### src/rtl/hazard_flush_ctrl_if.sv
// Pipeline-control bundle between the 5-stage core datapath and hazard_flush_ctrl.
// The master side is the datapath. It drives the hazard inputs and consumes the stall/flush controls.
interface hazard_flush_ctrl_if;
   logic [4:0] id_rs1_addr;
   logic [4:0] id_rs2_addr;
   logic       id_uses_rs1;
   logic       id_uses_rs2;
   logic       ex_mem_read;
   logic [4:0] ex_rd_addr;
   logic       ex_is_branch_jump;
   logic       mem_req;
   logic       dmem_ack;
   logic       pc_stall;
   logic       ifid_stall;
   logic       ifid_flush;
   logic       idex_flush;
   logic       exmem_stall;
   logic       memwb_bubble;
   logic       mem_timeout;
   logic [1:0] state_o;

   modport master (
      output id_rs1_addr, id_rs2_addr, id_uses_rs1, id_uses_rs2,
             ex_mem_read, ex_rd_addr, ex_is_branch_jump, mem_req, dmem_ack,
      input  pc_stall, ifid_stall, ifid_flush, idex_flush, exmem_stall,
             memwb_bubble, mem_timeout, state_o
   );

   modport slave (
      input  id_rs1_addr, id_rs2_addr, id_uses_rs1, id_uses_rs2,
             ex_mem_read, ex_rd_addr, ex_is_branch_jump, mem_req, dmem_ack,
      output pc_stall, ifid_stall, ifid_flush, idex_flush, exmem_stall,
             memwb_bubble, mem_timeout, state_o
   );
endinterface

### src/rtl/hazard_flush_ctrl.sv
// Stall/flush sequencer for the 5-stage RV64 pipeline: load-use, memory wait, and redirect shadow.
// Optional macro HAZARD_PERF_CNT_EN adds saturating stall-cycle and flush-event counters.
module hazard_flush_ctrl #(
   parameter int FLUSH_CYCLES = 2,
   parameter int MEM_TIMEOUT  = 255
) (
   input  logic                  clk,
   input  logic                  rst_n,
   hazard_flush_ctrl_if.slave    hz
`ifdef HAZARD_PERF_CNT_EN
   ,
   output logic [31:0]           perf_stall_cycles,
   output logic [31:0]           perf_flush_events
`endif
);

   localparam int WAIT_W = $clog2(MEM_TIMEOUT + 1);

   typedef enum logic [1:0] {
      RUN      = 2'd0,
      LU_STALL = 2'd1,
      MEM_WAIT = 2'd2,
      REDIRECT = 2'd3
   } state_t;

   state_t            state;
   logic [1:0]        shadow_cnt;
   logic [WAIT_W-1:0] wait_cnt;
   logic              timeout_q;

   logic lu;
   logic mem_miss;
   logic take_miss;
   logic take_redirect;
   logic take_lu;
   logic release_mem;
   logic timeout_hit;
   logic mem_hold;
   logic flush_now;
   logic lu_hold;

   // Decode: which action this cycle takes, given the state and the live pipeline inputs.
   always_comb begin
      lu = hz.ex_mem_read && (hz.ex_rd_addr != 5'd0) &&
           ((hz.id_uses_rs1 && (hz.id_rs1_addr == hz.ex_rd_addr)) ||
            (hz.id_uses_rs2 && (hz.id_rs2_addr == hz.ex_rd_addr)));
      mem_miss      = hz.mem_req && !hz.dmem_ack;
      take_miss     = 1'b0;
      take_redirect = 1'b0;
      take_lu       = 1'b0;
      release_mem   = 1'b0;
      timeout_hit   = 1'b0;
      mem_hold      = 1'b0;
      flush_now     = 1'b0;
      lu_hold       = 1'b0;
      case (state)
         RUN, LU_STALL: begin
            if (mem_miss) begin
               take_miss = 1'b1;
               mem_hold  = 1'b1;
            end else if (hz.ex_is_branch_jump) begin
               take_redirect = 1'b1;
               flush_now     = 1'b1;
            end else if (lu && (state == RUN)) begin
               take_lu = 1'b1;
               lu_hold = 1'b1;
            end
         end
         MEM_WAIT: begin
            if (hz.dmem_ack) begin
               release_mem = 1'b1;
            end else if (wait_cnt == WAIT_W'(MEM_TIMEOUT)) begin
               release_mem = 1'b1;
               timeout_hit = 1'b1;
            end else begin
               mem_hold = 1'b1;
            end
         end
         REDIRECT: begin
            // A miss here freezes the wrong-path slots; the stall-then-bubble sequence disposes of them.
            if (mem_miss) begin
               take_miss = 1'b1;
               mem_hold  = 1'b1;
            end else begin
               flush_now     = 1'b1;
               take_redirect = hz.ex_is_branch_jump;
            end
         end
         default: ;
      endcase
   end

   // Outputs are forced low while reset is asserted, independent of the clock.
   always_comb begin
      hz.pc_stall     = rst_n && (mem_hold || lu_hold);
      hz.ifid_stall   = rst_n && (mem_hold || lu_hold);
      hz.ifid_flush   = rst_n && flush_now;
      hz.idex_flush   = rst_n && (flush_now || lu_hold);
      hz.exmem_stall  = rst_n && mem_hold;
      hz.memwb_bubble = rst_n && mem_hold;
      hz.mem_timeout  = timeout_q;
      hz.state_o      = state;
   end

   always_ff @(posedge clk or negedge rst_n) begin
      if (!rst_n) begin
         state      <= RUN;
         shadow_cnt <= 2'd0;
         wait_cnt   <= '0;
         timeout_q  <= 1'b0;
      end else begin
         case (state)
            RUN, LU_STALL: begin
               if (take_miss) begin
                  state    <= MEM_WAIT;
                  wait_cnt <= '0;
               end else if (take_redirect) begin
                  shadow_cnt <= 2'(FLUSH_CYCLES - 1);
                  state      <= (FLUSH_CYCLES > 1) ? REDIRECT : RUN;
               end else if (take_lu) begin
                  state <= LU_STALL;
               end else begin
                  state <= RUN;
               end
            end
            MEM_WAIT: begin
               if (release_mem) begin
                  state    <= RUN;
                  wait_cnt <= '0;
                  if (timeout_hit) timeout_q <= 1'b1;
               end else begin
                  wait_cnt <= wait_cnt + 1'b1;
               end
            end
            REDIRECT: begin
               if (take_miss) begin
                  state      <= MEM_WAIT;
                  wait_cnt   <= '0;
                  shadow_cnt <= 2'd0;
               end else if (take_redirect) begin
                  shadow_cnt <= 2'(FLUSH_CYCLES - 1);
                  state      <= (FLUSH_CYCLES > 1) ? REDIRECT : RUN;
               end else begin
                  shadow_cnt <= shadow_cnt - 2'd1;
                  if (shadow_cnt <= 2'd1) state <= RUN;
               end
            end
            default: state <= RUN;
         endcase
      end
   end

`ifdef HAZARD_PERF_CNT_EN
   // Only redirects taken from RUN/LU_STALL count as events; reloads inside the shadow do not.
   always_ff @(posedge clk or negedge rst_n) begin
      if (!rst_n) begin
         perf_stall_cycles <= 32'd0;
         perf_flush_events <= 32'd0;
      end else begin
         if (hz.pc_stall && (perf_stall_cycles != 32'hFFFF_FFFF))
            perf_stall_cycles <= perf_stall_cycles + 32'd1;
         if (take_redirect && ((state == RUN) || (state == LU_STALL)) &&
             (perf_flush_events != 32'hFFFF_FFFF))
            perf_flush_events <= perf_flush_events + 32'd1;
      end
   end
`endif

endmodule

### src/flat_wrapper.sv
// flat-port wrapper written by rule: the top's interface ports become plain ports
module hazard_flush_ctrl_flat 
#(
   parameter int FLUSH_CYCLES = 2,
   parameter int MEM_TIMEOUT  = 255
)
  (clk, rst_n, hz_id_rs1_addr, hz_id_rs2_addr, hz_id_uses_rs1, hz_id_uses_rs2, hz_ex_mem_read, hz_ex_rd_addr, hz_ex_is_branch_jump, hz_mem_req, hz_dmem_ack, hz_pc_stall, hz_ifid_stall, hz_ifid_flush, hz_idex_flush, hz_exmem_stall, hz_memwb_bubble, hz_mem_timeout, hz_state_o);
  hazard_flush_ctrl_if hz_i ();
  input  logic clk;
  input  logic rst_n;
  input wire logic [$bits(hz_i.id_rs1_addr)-1:0] hz_id_rs1_addr;
  input wire logic [$bits(hz_i.id_rs2_addr)-1:0] hz_id_rs2_addr;
  input wire logic [$bits(hz_i.id_uses_rs1)-1:0] hz_id_uses_rs1;
  input wire logic [$bits(hz_i.id_uses_rs2)-1:0] hz_id_uses_rs2;
  input wire logic [$bits(hz_i.ex_mem_read)-1:0] hz_ex_mem_read;
  input wire logic [$bits(hz_i.ex_rd_addr)-1:0] hz_ex_rd_addr;
  input wire logic [$bits(hz_i.ex_is_branch_jump)-1:0] hz_ex_is_branch_jump;
  input wire logic [$bits(hz_i.mem_req)-1:0] hz_mem_req;
  input wire logic [$bits(hz_i.dmem_ack)-1:0] hz_dmem_ack;
  output wire logic [$bits(hz_i.pc_stall)-1:0] hz_pc_stall;
  output wire logic [$bits(hz_i.ifid_stall)-1:0] hz_ifid_stall;
  output wire logic [$bits(hz_i.ifid_flush)-1:0] hz_ifid_flush;
  output wire logic [$bits(hz_i.idex_flush)-1:0] hz_idex_flush;
  output wire logic [$bits(hz_i.exmem_stall)-1:0] hz_exmem_stall;
  output wire logic [$bits(hz_i.memwb_bubble)-1:0] hz_memwb_bubble;
  output wire logic [$bits(hz_i.mem_timeout)-1:0] hz_mem_timeout;
  output wire logic [$bits(hz_i.state_o)-1:0] hz_state_o;
  assign hz_i.id_rs1_addr = hz_id_rs1_addr;
  assign hz_i.id_rs2_addr = hz_id_rs2_addr;
  assign hz_i.id_uses_rs1 = hz_id_uses_rs1;
  assign hz_i.id_uses_rs2 = hz_id_uses_rs2;
  assign hz_i.ex_mem_read = hz_ex_mem_read;
  assign hz_i.ex_rd_addr = hz_ex_rd_addr;
  assign hz_i.ex_is_branch_jump = hz_ex_is_branch_jump;
  assign hz_i.mem_req = hz_mem_req;
  assign hz_i.dmem_ack = hz_dmem_ack;
  assign hz_pc_stall = hz_i.pc_stall;
  assign hz_ifid_stall = hz_i.ifid_stall;
  assign hz_ifid_flush = hz_i.ifid_flush;
  assign hz_idex_flush = hz_i.idex_flush;
  assign hz_exmem_stall = hz_i.exmem_stall;
  assign hz_memwb_bubble = hz_i.memwb_bubble;
  assign hz_mem_timeout = hz_i.mem_timeout;
  assign hz_state_o = hz_i.state_o;
  hazard_flush_ctrl #(.FLUSH_CYCLES(FLUSH_CYCLES), .MEM_TIMEOUT(MEM_TIMEOUT)) u_core (.clk(clk), .rst_n(rst_n), .hz(hz_i));
endmodule
### config.mk
export PLATFORM = sky130hd
export DESIGN_NAME = hazard_flush_ctrl_flat
export DESIGN_NICKNAME = d
export VERILOG_FILES = /design/src/rtl/hazard_flush_ctrl_if.sv /design/src/rtl/hazard_flush_ctrl.sv /design/src/flat_wrapper.sv
export SDC_FILE = /design/constraint.sdc
export NUM_CORES = 1
export LEC_CHECK = 0
export BUFFER_PORTS_ARGS = -buffer_cell sky130_fd_sc_hd__buf_4
export CORE_MARGIN = 8
export CORE_UTILIZATION = 44
export CTS_CLUSTER_DIAMETER = 100
export DETAILED_ROUTE_END_ITERATION = 8
export PLACE_DENSITY = 0.74
export SLEW_MARGIN = 30
export SYNTH_ARGS = -nofsm -noshare
export SYNTH_HDL_FRONTEND = slang
export SYNTH_SLANG_ARGS = --single-unit
### constraint.sdc
create_clock -name clk -period 1.33 [get_ports clk]
set_input_delay 0.0665 -clock clk [delete_from_list [all_inputs] [get_ports clk]]
set_output_delay 0.0665 -clock clk [all_outputs]
set_load 0.05 [all_outputs]
Word level (Yosys, flattened, before mapping)
Index checks and enable logic that the tools add are counted.
- input bits: 23
- output and inout bits: 9
- bits in registers: 13
- word-level logic and storage cells: 76
- equal/unequal tests: 11
- order comparisons: 1
- muxes and demuxes: 36
- $add $sub $neg: 2
- reductions and logical operators: 22
- operators by type and width (operator ; number):
    $mux W2 ; 10
    $mux W1 ; 18
    $mux W8 ; 2
    $pmux W8 S2 ; 1
    $eq A5 B5 Y1 ; 2
    $logic_and A1 B1 Y1 ; 10
    $add A8 B1 Y8 const B ; 1
    $eq A8 B8 Y1 const B ; 1
    $ne A2 B1 Y1 const B ; 3
    $pmux W1 S2 ; 3
    $pmux W2 S3 ; 1
    $reduce_and A3 Y1 ; 2
    $reduce_bool A5 Y1 ; 1
    $eq A2 B2 Y1 const B ; 2
    $ne A4 B1 Y1 const B ; 1
    $pmux W2 S2 ; 1
    $logic_or A1 B1 Y1 ; 3
    $reduce_or A3 Y1 ; 1
    $eq A2 B1 Y1 const B ; 1
    $le A2 B1 Y1 const B ; 1
    $logic_not A2 Y1 ; 1
    $ne A2 B2 Y1 const B ; 1
    $reduce_and A2 Y1 ; 1
    $reduce_bool A2 Y1 ; 1
    3 further kinds ; 3

Depth between registers and ports, before layout
Gate-level depths: netlist of the first run.
- word-level depth: 13
- gate-level depth with buffers: 7
- depth with buffers taken out: 5

Least setup slack after synthesis of the first run
Ideal clock, no wire load.
- kind: register to output
- start: register u_core.state[1], in the netlist u_core.hz.state_o[1]
- end: output hz_pc_stall
- path slack: -1225 ps
- stages on the path, launching flop included: 6
- buffers on the path: 2
- arrival time: 2488 ps
- required time: 1263 ps
- path through: dfrtp_1 -> buf_2 -> nor4b_1 -> o2111ai_1 -> o2bb2ai_1 -> buf_4
- cells in the longest elaborated chain, start to end: 8
- elaborated cells on any way between the ends: 14
- classes of those cells: 3 x eq/ne; 5 x mux; 6 x reduce/logical
- RTL lines (item ; line ; source):
    from (decl) ; hazard_flush_ctrl.sv:26 ; state_t state;
    from (signal assigned) ; hazard_flush_ctrl.sv:119 ; state <= (FLUSH_CYCLES > 1) ? REDIRECT : RUN;
    from (signal assigned) ; hazard_flush_ctrl.sv:142 ; state <= (FLUSH_CYCLES > 1) ? REDIRECT : RUN;
    $logic_not A2 Y1 ; hazard_flush_ctrl.sv:56, hazard_flush_ctrl.sv:64 ;
    $logic_and A1 B1 Y1 ; hazard_flush_ctrl.sv:64 ; end else if (lu && (state == RUN)) begin
    $mux W1 ; hazard_flush_ctrl.sv:64 ;
    $mux W1 ; hazard_flush_ctrl.sv:61 ; end else if (hz.ex_is_branch_jump) begin
    $mux W1 ; hazard_flush_ctrl.sv:58 ; if (mem_miss) begin
    $mux W1 ; hazard_flush_ctrl.sv:56 ; case (state)
    $logic_or A1 B1 Y1 * ; -- ;
    $logic_and A1 B1 Y1 * ; -- ;
    to (decl) ; flat_wrapper.sv:20 ; output wire logic [$bits(hz_i.pc_stall)-1:0] hz_pc_stall;
Every way passes the cells marked *; elsewhere a longest branch is shown, timed or not.

Final worst setup path of the first run
- start: register u_core.state[0], in the netlist u_core.hz.state_o[0]
- end: output hz_ifid_stall
- cells in the longest elaborated chain, start to end: 8
- elaborated cells on any way between the ends: 14
- classes of those cells: 3 x eq/ne; 5 x mux; 6 x reduce/logical
- RTL lines (item ; line ; source):
    $logic_not A2 Y1 ; hazard_flush_ctrl.sv:56, hazard_flush_ctrl.sv:64 ;
    $logic_and A1 B1 Y1 ; hazard_flush_ctrl.sv:64 ;
    $mux W1 ; hazard_flush_ctrl.sv:64 ;
    $mux W1 ; hazard_flush_ctrl.sv:61 ;
    $mux W1 ; hazard_flush_ctrl.sv:58 ;
    $mux W1 ; hazard_flush_ctrl.sv:56 ;
    $logic_or A1 B1 Y1 * ; hazard_flush_ctrl.sv:96 ; hz.ifid_stall = rst_n && (mem_hold || lu_hold);
    $logic_and A1 B1 Y1 * ; hazard_flush_ctrl.sv:96 ;
    to (decl) ; flat_wrapper.sv:21 ; output wire logic [$bits(hz_i.ifid_stall)-1:0] hz_ifid_stall;
Marks and branches as above.

==> results.md, run 1 <==
- CP Capture Type: output port
- Biggest cell delay along the critical path: around 450 ps
- Commonest cells after routing, fill and taps aside: buf_4 (44), dfrtp_1 (11), xor2_1 (8), buf_6 (8)
- Dpl hpwl: between 2 and 2.5 mm
- Most common library cell in the layout ignoring fill and taps: buf_4
- Final instance area: 1595 um^2
- Startpoint types: register
- Post-route ant nets: 0
- Maximum VDD drop: roughly 0.77 mV
- Grt total ovfl: 0
- Leak pwr: approximately 0.0007 uW
- Initial antenna violation count: 0
- Syn_nets: 121
- DR DRC count: 0
- Hold Slack: 152.8 ps
- Total wire length: roughly 3.0 mm
- Diode count: 0
- Setup TNS: -2765 ps
- Register area share after synthesis: 0.3523
- Mapped Area: roughly 900 um^2
- CP arrival: 1680 ps
- Crit path max-delay family: flip-flops
- GR Util All Layers: 0.1654
- Die Ht: ~60 um
- Pwr/cell area: a little under 900 nW/um^2
- Uppermost layer routed: met4
- Synth unique cells: 36
- Layout cell share with drive strength beyond 1: 0.5724
- Post-Place Cell Area: around 1400 um^2
- Largest net degree at the start of global routing: 13
- MaxCap Viol Count: 0
- Max Slew Vio Count: 0
- Area occupied by multi-input gates: ~700 um^2
- Post-Syn Instances: 96
- Area grow syn2layout: 72.76%
- Flops & latches, synth: 13
- Routability cong.: 0.7844
- Core area: roughly 2000 um^2
- Register area: 327.8 um^2
- Skew final: 0.8497 ps
- Outcome: finished, violations left
- Critical path class: register to output port
- Measured slew at the worst slew-check pin: roughly 630 ps
- Chip width: a little over 60 um
- Crit share post-route: 1.315
- CTS buffer count: 3
- Crit path time final: around 1700 ps
- Met2 wire length: roughly 1.7 mm
- Vias in the first global route: approximately 1,000
- Synth Area per Inst: 9.619 um^2
- DRT met1 WL: approximately 1.1 mm
- Wire length per cell: 16.97 um
- # fillers: 128
- Die area: ~3800 um^2
- Top Ports: 32
- Htree depth: 1
- Unrepaired setup endpoints after global routing: yes
- Starting Density: 0.4707
- # rows: 16
- Final Setup Violations: 14
- Highest clock rate: between 0.5 and 0.6 GHz
- Port Buffer Count: 31
- CTS tree: built
- Pre-CTS setup slack: -173.4 ps
- Global-route wire length before repair: between 4 and 5 mm
- Worst slew margin: 0.5812
- Clk buf depth: 2
- Vias: 958
- Nets: around 180
- Yosys warning total: 0
- CP required: 1260 ps
- WP buf/inv: 1
- Final Hold Violating Endpoints: 0
- Clock Latency Late Sink: between 200 and 300 ps
- Root buf cell: clkbuf_4
- Hold Crit Class: primary input to register
- Failing checks: setup timing
- DRT iter0 DRCs: 21
- Critical-path maximum fanout: 4
- Final setup margin: -418.7 ps
- Fin util: 0.8131
- DR pass1 iterations: 4
- Clk slew on worst S/H paths: around 80 ps
- Metal3 WL: ~170 um
- Slowest cell on crit path: dfrtp_2
- Worst-path cell chain: nor4b_4 -> o2111ai_4 -> o2bb2ai_4 -> buf_6
- Clk sinks: 13
- Routed vias/inst: between 5 and 6
metrics by stage:
stage	std cells	power, uW
after floorplan	96	799.8
after global placement	168	991.0
after detailed placement	168	1011
after CTS	177	1339
after global routing	179	1457
final	179	1379
cell usage after synthesis:
cell / number / area [um^2]
nor3b_1: 1 / 7.510
xor2_1: 8 / 70.07
mux2_2: 2 / 22.52
o221ai_1: 1 / 8.760
nor2_1: 8 / 30.03
nor3_1: 2 / 10.01
nand4_1: 1 / 6.260
a32oi_1: 1 / 8.760
and2_4: 1 / 8.760
xnor2_1: 7 / 61.31
a211oi_2: 5 / 62.56
o211a_1: 1 / 10.01
o21ai_0: 4 / 20.02
buf_4: 4 / 30.03
nand3_1: 5 / 25.02
o2bb2ai_1: 1 / 8.760
ha_1: 2 / 25.02
a21o_1: 2 / 15.01
and2_1: 1 / 6.260
nand2_1: 4 / 15.01
o22ai_1: 1 / 6.260
o21a_1: 1 / 7.510
and2_0: 1 / 6.260
or4_4: 1 / 11.26
inv_1: 4 / 15.01
a21oi_1: 3 / 15.01
dfrtp_1: 13 / 325.3
nor4_1: 2 / 12.51
nand2b_1: 2 / 12.51
a22o_1: 1 / 8.760
o2111ai_1: 1 / 8.760
o21bai_1: 1 / 7.510
nand2b_4: 1 / 13.76
buf_2: 1 / 5.000
o211ai_1: 1 / 7.510
nor4b_1: 1 / 8.760
worst min-delay path, cell delays in order:
cell,delay (ps)
buf_4,140
a211oi_4,60
nand2b_1,140
timing repair:
item                                    in CTS  in global routing
endpoints found under the setup margin      14                 16
setup buffers                                4                  3
pin swaps                                    4                  4
endpoints found under the hold margin       13                  0
hold buffers                                 1                  0
gates resized for setup                     17                 12
cloned                                       0                  0
cell type report:
type,instances,share of cell area
clock buffers,3,0.01412
clock inverters,1,0.003137
inverters,4,0.009412
multi-input cells,74,0.4392
flip-flops and latches,13,0.2055
well taps,27,0.02118
repair buffers,57,0.3075
path summary, 6_finish.rpt:
check,slack (ps),startpoint,cells after the start,to
max,-420,u_core.hz.state_o[0]$_DFFE_PN0P_,4,hz_ifid_stall
min,150,hz_dmem_ack,3,u_core.hz.state_o[1]$_DFFE_PN0P_
max reg2reg,-140,u_core.wait_cnt[1]$_DFFE_PN0P_,6,u_core.wait_cnt[0]$_DFFE_PN0P_
min reg2reg,460,u_core.hz.mem_timeout$_DFFE_PN0P_,1,u_core.hz.mem_timeout$_DFFE_PN0P_
max in group asynchronous,720,rst_n,3,u_core.hz.state_o[1]$_DFFE_PN0P_
min in group asynchronous,200,rst_n,2,u_core.hz.mem_timeout$_DFFE_PN0P_
flip-flops by register name (all words and copies together) (netlist names):
register	count
u_core.hz.mem_timeout	1
u_core.shadow_cnt	2
u_core.wait_cnt	8
u_core.hz.state_o	2
layer usage:
layer  global-route usage  vias to the layer above
met4              0.08117                        0
met2               0.3131                       27
li1                     -                      460
met3              0.03292                       13
met1               0.1665                      458
met5                    0                        -
cell families after synthesis:
kind of cell               Yosys count  synth area share
and+or+nand+nor                     31            0.1884
AOI/OAI and AO/OA                   24            0.2114
xor gates and xnor gates            15            0.1423
DFF                                 13            0.3523
buffers and inverters                9           0.05419
muxes                                2           0.02439
adders and majority gates            2           0.02710
report_power, final:
part           total, uW  internal, uW  switching (uW)  leakage [uW]
Combinational        652           329             323      0.000523
Clock                257           112             145     0.0000177
Sequential           470           432            38.1      0.000170
Total               1380           873             506      0.000711
Note: power is estimated with default switching activity, not from simulation.
==> run 2: changes to the inputs <==
PLACE_DENSITY = not set   (was 0.74)
PLACE_DENSITY_LB_ADDON = 0.12   (was not set)
==> run 2 against run 1 <==
  * Worst hold slack improved by 23 ps
  * Cell count increased by 3.9%
  * Critical endpoint unchanged
  * Flip-flop and latch count unchanged
  * Power increased by 4.6%
  * Clock skew increased by 19 ps
  * Critical path depth increased by 1
  * Clock-buffer cell count increased by 1
  * Sequential share of layout area decreased by 1.0 points
  * The run still ends with setup timing left
  * Utilization increased by 4.1 points
==> results.md, run 2 (synthesis gave the netlist of run 1 again) <==
- Outcome: finished, violations left
- Failing checks: setup timing
- Hold Slack: 175.8 ps (+22.98 ps)
- Final Setup Violations: 14 (unchanged)
- CTS buffer count: 3 (unchanged)
- Core area: 1962 um^2 (unchanged)
- Starting Density: 0.4707 (unchanged)
- Maximum VDD drop: 0.8174 mV (+5.9%)
- Die area: 3820 um^2 (unchanged)
- CP arrival: 1750 ps (+70 ps)
- Vias in the first global route: 1,017 (-1.5%)
- Routability cong.: 0.7880 (+0.46%)
- Worst slew margin: 0.5874 (+0.006209)
- # rows: 16 (unchanged)
- DR DRC count: 0 (unchanged)
- Total wire length: 3.482 mm (+15%)
- Clk sinks: 13 (unchanged)
- Global-route wire length before repair: 5.002 mm (+6.5%)
- Nets: 185 (+3.9%)
- Unrepaired setup endpoints after global routing: yes
- # fillers: 95 (-26%)
- Die Ht: 61.81 um (unchanged)
- Crit share post-route: 1.366 (+0.05104)
- Critical path class: register to output port
- Comb power frac: 0.495 (+0.022)
- Measured slew at the worst slew-check pin: 618.9 ps (-9.314 ps)
- Routed vias/inst: 5.382 (+0.56%)
- Critical-path maximum fanout: 2 (-2)
- Largest register by flop count: u_core.wait_cnt
- Most common library cell in the layout ignoring fill and taps: buf_4
- Clock Latency Late Sink: 290 ps (about the same)
- Port Buffer Count: 31 (unchanged)
- Final Hold Violating Endpoints: 0 (unchanged)
- Net Sw Frac: 0.3697 (+0.002652)
- Pwr/cell area: 859.8 nW/um^2 (-0.50%)
- Post-route ant nets: 0 (unchanged)
- Startpoint types: register
- Htree depth: 1 (unchanged)
- GR Util All Layers: 0.1776 (+0.01219)
- Internal power: 908.6 uW (+4.1%)
- CP required: 1260 ps (about the same)
- Clk buf depth: 2 (unchanged)
- MaxCap Viol Count: 0 (unchanged)
- NetSw: 533.0 uW (+5.3%)
- Initial antenna violation count: 0 (unchanged)
- Crit path time final: 1817 ps (+67.88 ps)
- DR pass1 iterations: 4 (unchanged)
- Fin util: 0.8546 (+0.04145)
- Max reg flops: 8 (unchanged)
- Diode count: 0 (unchanged)
- Clock share of power: 0.174 (-0.012)
- Leak pwr: 0.0007435 uW (+4.6%)
- DRT iter0 DRCs: 41 (+95%)
- Chip width: 61.81 um (unchanged)
- Final setup margin: -486.6 ps (-67.88 ps)
- Root buf cell: clkbuf_4
- Highest clock rate: 0.5505 GHz (-3.7%)
- CTS tree: built
- Wire length per cell: 18.72 um (+10%)
- Max Slew Vio Count: 0 (unchanged)
- Setup TNS: -3187 ps (-421.4 ps)
- Grt total ovfl: 0 (unchanged)
- Largest net degree at the start of global routing: 13 (unchanged)
- Skew final: 20.15 ps (+19.30 ps)
- Clk slew on worst S/H paths: 70 ps (about the same)
- Vias: 1,001 (+4.5%)
- Top Ports: 32 (unchanged)
- Reg power frac: 0.331 (-0.010)
- Pre-CTS setup slack: -193.4 ps (-19.94 ps)
- Dpl hpwl: 2.140 mm (-2.6%)
- Area grow syn2layout: 81.57%
- CP Capture Type: output port
- Layout cell share with drive strength beyond 1: 0.5975 (+0.02512)
- Commonest cells after routing, fill and taps aside: buf_4 (51), dfrtp_1 (11), buf_6 (9)
- Hold Crit Class: primary input to register
run 2: final cells by class:
type                    instances  area [um^2]  area share
multi-input cells              74        734.5      0.4381
inverters                       4        15.01    0.008955
flip-flops and latches         13        327.8      0.1955
clock buffers                   4        26.28     0.01567
repair buffers                 64        539.3      0.3216
well taps                      27        33.78     0.02015
run 2: path summary, 6_finish.rpt:
kind                                              startpoint                           endpoint  slack [ps]  cells after the start
max                         u_core.hz.state_o[0]$_DFFE_PN0P_                      hz_ifid_stall        -490                      5
min reg2reg                u_core.hz.mem_timeout$_DFFE_PN0P_  u_core.hz.mem_timeout$_DFFE_PN0P_         470                      1
min in group asynchronous                              rst_n     u_core.wait_cnt[4]$_DFFE_PN0P_         290                      2
max in group asynchronous                              rst_n     u_core.wait_cnt[0]$_DFFE_PN0P_         590                      3
max reg2reg                 u_core.hz.state_o[0]$_DFFE_PN0P_   u_core.hz.state_o[1]$_DFFE_PN0P_        -170                      7
min                                     hz_ex_is_branch_jump   u_core.hz.state_o[1]$_DFFE_PN0P_         180                      3
run 2: metrics by stage:
stage,std cells,power [uW],cell area (um^2)
after detailed placement,172,1016,1415
after global routing,186,1506,1677
after floorplan,96,799.8,1032
final,186,1442,1677
after CTS,182,1369,1618
after global placement,172,997.6,1415
run 2: repair_timing:
action | in CTS | in global routing
pin swaps | 8 | 10
gates resized for setup | 27 | 6
endpoints found under the setup margin | 16 | 16
hold endpoints to repair | 13 | 0
gates cloned | 0 | 0
hold buffers | 1 | 0
setup buffers | 5 | 5
run 2: critical path, cell delays in order, from the launching register on:
cell and delay [ps]:
dfrtp_2 420, buf_6 120, nor4b_4 350, o2111ai_4 210, o2bb2ai_4 200, buf_6 180
run 2: layer usage:
layer	up-vias	track usage	part of all wire
met3	10	0.03292	0.067
met1	484	0.2205	0.40
met5	-	0	0
met4	0	0.06169	0.030
li1	470	-	-
met2	37	0.2984	0.50
run 2: power by group through the flow:
stage	sequential [uW]	clock (uW)	combinational [uW]
3_5_place_dp	472	0	544
4_1_cts	474	245	650
2_1_floorplan	498	0	301
6_report	477	251	713
3_3_place_gp	467	0	530
5_1_grt	481	275	750
==> run 3: changes to the inputs <==
SETUP_SLACK_MARGIN = 0.5   (was not set)
==> run 3 against run 2 <==
  * Critical path depth rose by 1
  * The run still ends with setup timing left
  * Utilization grew 5.3 points
  * Critical endpoint is now hz_exmem_stall
  * Clock-buffer cell count unchanged
  * Via count is 13% higher
  * Highest routed layer unchanged
==> results.md, run 3 (synthesis gave the netlist of run 1 again) <==
- Vias in the first global route: 1,069 (+5.1%)
- Non-filler cells in the finished layout: 191 (+2.7%)
- Routability cong.: 0.8097 (+2.8%)
- Die Ht: 61.81 um (unchanged)
- Starting Density: 0.4707 (unchanged)
- Commonest cells after routing, fill and taps aside: buf_4 (48), buf_6 (15), dfrtp_1 (11)
- Pwr/cell area: 876.3 nW/um^2 (+1.9%)
- Clk sinks: 13 (unchanged)
- Largest net degree at the start of global routing: 14 (+1)
- Initial antenna violation count: 0 (unchanged)
- Largest register by flop count: u_core.wait_cnt
- Post-route ant nets: 0 (unchanged)
- CTS buffer count: 3 (unchanged)
- Core area: 1962 um^2 (unchanged)
- Unrepaired setup endpoints after global routing: yes
- Area grow syn2layout: 92.82%
- Met3 Usage GRT: 0.04527 (+0.01235)
- Internal power: 971.5 uW (+6.9%)
- Grt total ovfl: 0 (unchanged)
- DR DRC count: 0 (unchanged)
- Cell count after placement: 170 (-1.2%)
- Dpl hpwl: 2.077 mm (-3.0%)
- Most common library cell in the layout ignoring fill and taps: buf_4
- Routed vias/inst: 5.911 (+9.8%)
- Reg power frac: 0.312 (-0.019)
- Vias: 1,129 (+13%)
- Htree depth: 1 (unchanged)
- Skew final: 18.86 ps (-1.290 ps)
- Wire length per cell: 21.68 um (+16%)
- Worst slew margin: 0.5699 (-0.01754)
- Nets: 190 (+2.7%)
- Crit path time final: 1813 ps (-3.851 ps)
- Root buf cell: clkbuf_4
- DR pass1 iterations: 4 (unchanged)
- Global route hottest layer: met2
- Fin util: 0.9075 (+0.05293)
- Layout cell share with drive strength beyond 1: 0.6524 (+0.05495)
- GR Layer Usage met2: 0.3442 (+0.04579)
- GR Util All Layers: 0.1884 (+0.01083)
- Startpoint types: register
- Die area: 3820 um^2 (unchanged)
- Chip width: 61.81 um (unchanged)
- Top Ports: 32 (unchanged)
- Critical-path maximum fanout: 3 (+1)
- CP Capture Type: output port
- Max reg flops: 8 (unchanged)
- Net Sw Frac: 0.3773 (+0.007624)
- CP required: 1260 ps (about the same)
- Grt met1 use: 0.2103 (-0.01015)
- NetSw: 588.7 uW (+10%)
- Clock share of power: 0.167 (-0.007)
- Leak pwr: 0.0008018 uW (+7.8%)
- Crit share post-route: 1.363 (-0.002895)
- # fillers: 78 (-18%)
- Critical path class: register to output port
- CTS tree: built
- Pwr Total: 1560 uW (+8.2%)
- Total wire length: 4.141 mm (+19%)
- Max Slew Vio Count: 0 (unchanged)
- Clock Latency Late Sink: 290 ps (about the same)
- Outcome: finished, violations left
- Final Setup Violations: 19 (+5)
- Failing checks: setup timing
- Port Buffer Count: 31 (unchanged)
- Global-route wire length before repair: 5.278 mm (+5.5%)
- Clk buf depth: 2 (unchanged)
- Highest clock rate: 0.5516 GHz (+0.21%)
- Diode count: 0 (unchanged)
- CP arrival: 1750 ps (about the same)
- Comb power frac: 0.521 (+0.026)
- Hold Slack: 135.8 ps (-39.92 ps)
- MaxCap Viol Count: 0 (unchanged)
- Clk slew on worst S/H paths: 100 ps (+30 ps)
- Maximum VDD drop: 0.9183 mV (+12%)
- DRT iter0 DRCs: 46 (+12%)
- Final setup margin: -482.7 ps (+3.851 ps)
- Hold Crit Class: primary input to asynchronous set/reset pin
- Measured slew at the worst slew-check pin: 645.2 ps (+26.31 ps)
- # rows: 16 (unchanged)
- Final Hold Violating Endpoints: 0 (unchanged)
-- run 3: changes by cell type in the layout (fill, tap and decap cells not counted), sizes merged --
cell / delta
buf: +5
dlygate4sd3: -1
dlymetal6s4s: +1
-- run 3: what timing repair did --
item / 4_1_cts / 5_1_grt
setup endpoints to repair: 22 / 35
setup buffers: 8 / 8
hold endpoints to repair: 13 / 0
gates cloned: 0 / 0
hold buffers: 1 / 0
gates resized for setup: 29 / 20
pin swaps: 8 / 19
-- run 3: worst max-delay path, cell delays in order (launching register included) --
cell,delay (ps)
dfrtp_1,450
ha_4,200
nand3_4,70
nor3_4,50
a211oi_4,300
and2_4,240
buf_8,140
-- run 3: layout make-up --
type                            count  area [um^2]  share of cell area
Tap cell                           27        33.78             0.01897
Sequential cell                    13        327.8              0.1841
Multi-Input combinational cell     74        760.7              0.4273
Clock buffer                        4        26.28             0.01476
Timing Repair Buffer               69        616.8              0.3465
Inverter                            4        15.01            0.008433
-- run 3: power groups by stage --
stage / clock network [uW] / logic, uW / registers, uW
final: 260 / 813 / 487
after CTS: 262 / 678 / 468
after global routing: 281 / 853 / 490
after floorplan: 0 / 301 / 499
after global placement: 0 / 529 / 469
after detailed placement: 0 / 545 / 472
-- run 3: metal layers --
metal  vias to the layer above  wire length [um]
met5                         -                 0
met4                         0               244
li1                        480                 -
met3                        24               379
met2                        74              2006
met1                       551              1510
-- run 3: path summary, 6_finish.rpt --
path / from / cells past startpoint / slack [ps] / to
worst max-delay path: u_core.wait_cnt[1]$_DFFE_PN0P_ / 6 / -480 / hz_exmem_stall
worst min-delay path: rst_n / 3 / 140 / u_core.hz.state_o[1]$_DFFE_PN0P_
worst max register to register: u_core.wait_cnt[1]$_DFFE_PN0P_ / 6 / -180 / u_core.wait_cnt[0]$_DFFE_PN0P_
worst min register to register: u_core.hz.mem_timeout$_DFFE_PN0P_ / 2 / 610 / u_core.hz.mem_timeout$_DFFE_PN0P_
max in group asynchronous: rst_n / 3 / 740 / u_core.hz.state_o[0]$_DFFE_PN0P_
min in group clk: hz_dmem_ack / 4 / 140 / u_core.wait_cnt[2]$_DFFE_PN0P_
-- run 3: metrics by stage --
| stage | worst slack, ps | setup TNS, ps | area [um^2] |
|---|---|---|---|
| after CTS | -407.3 | -2833 | 1630 |
| final | -482.7 | -3849 | 1780 |
| after global routing | -546.5 | -4744 | 1780 |
| after floorplan | -453.5 | -2251 | 1030 |
| after global placement | -116.4 | -867.7 | 1398 |
| after detailed placement | -165.7 | -1334 | 1398 |
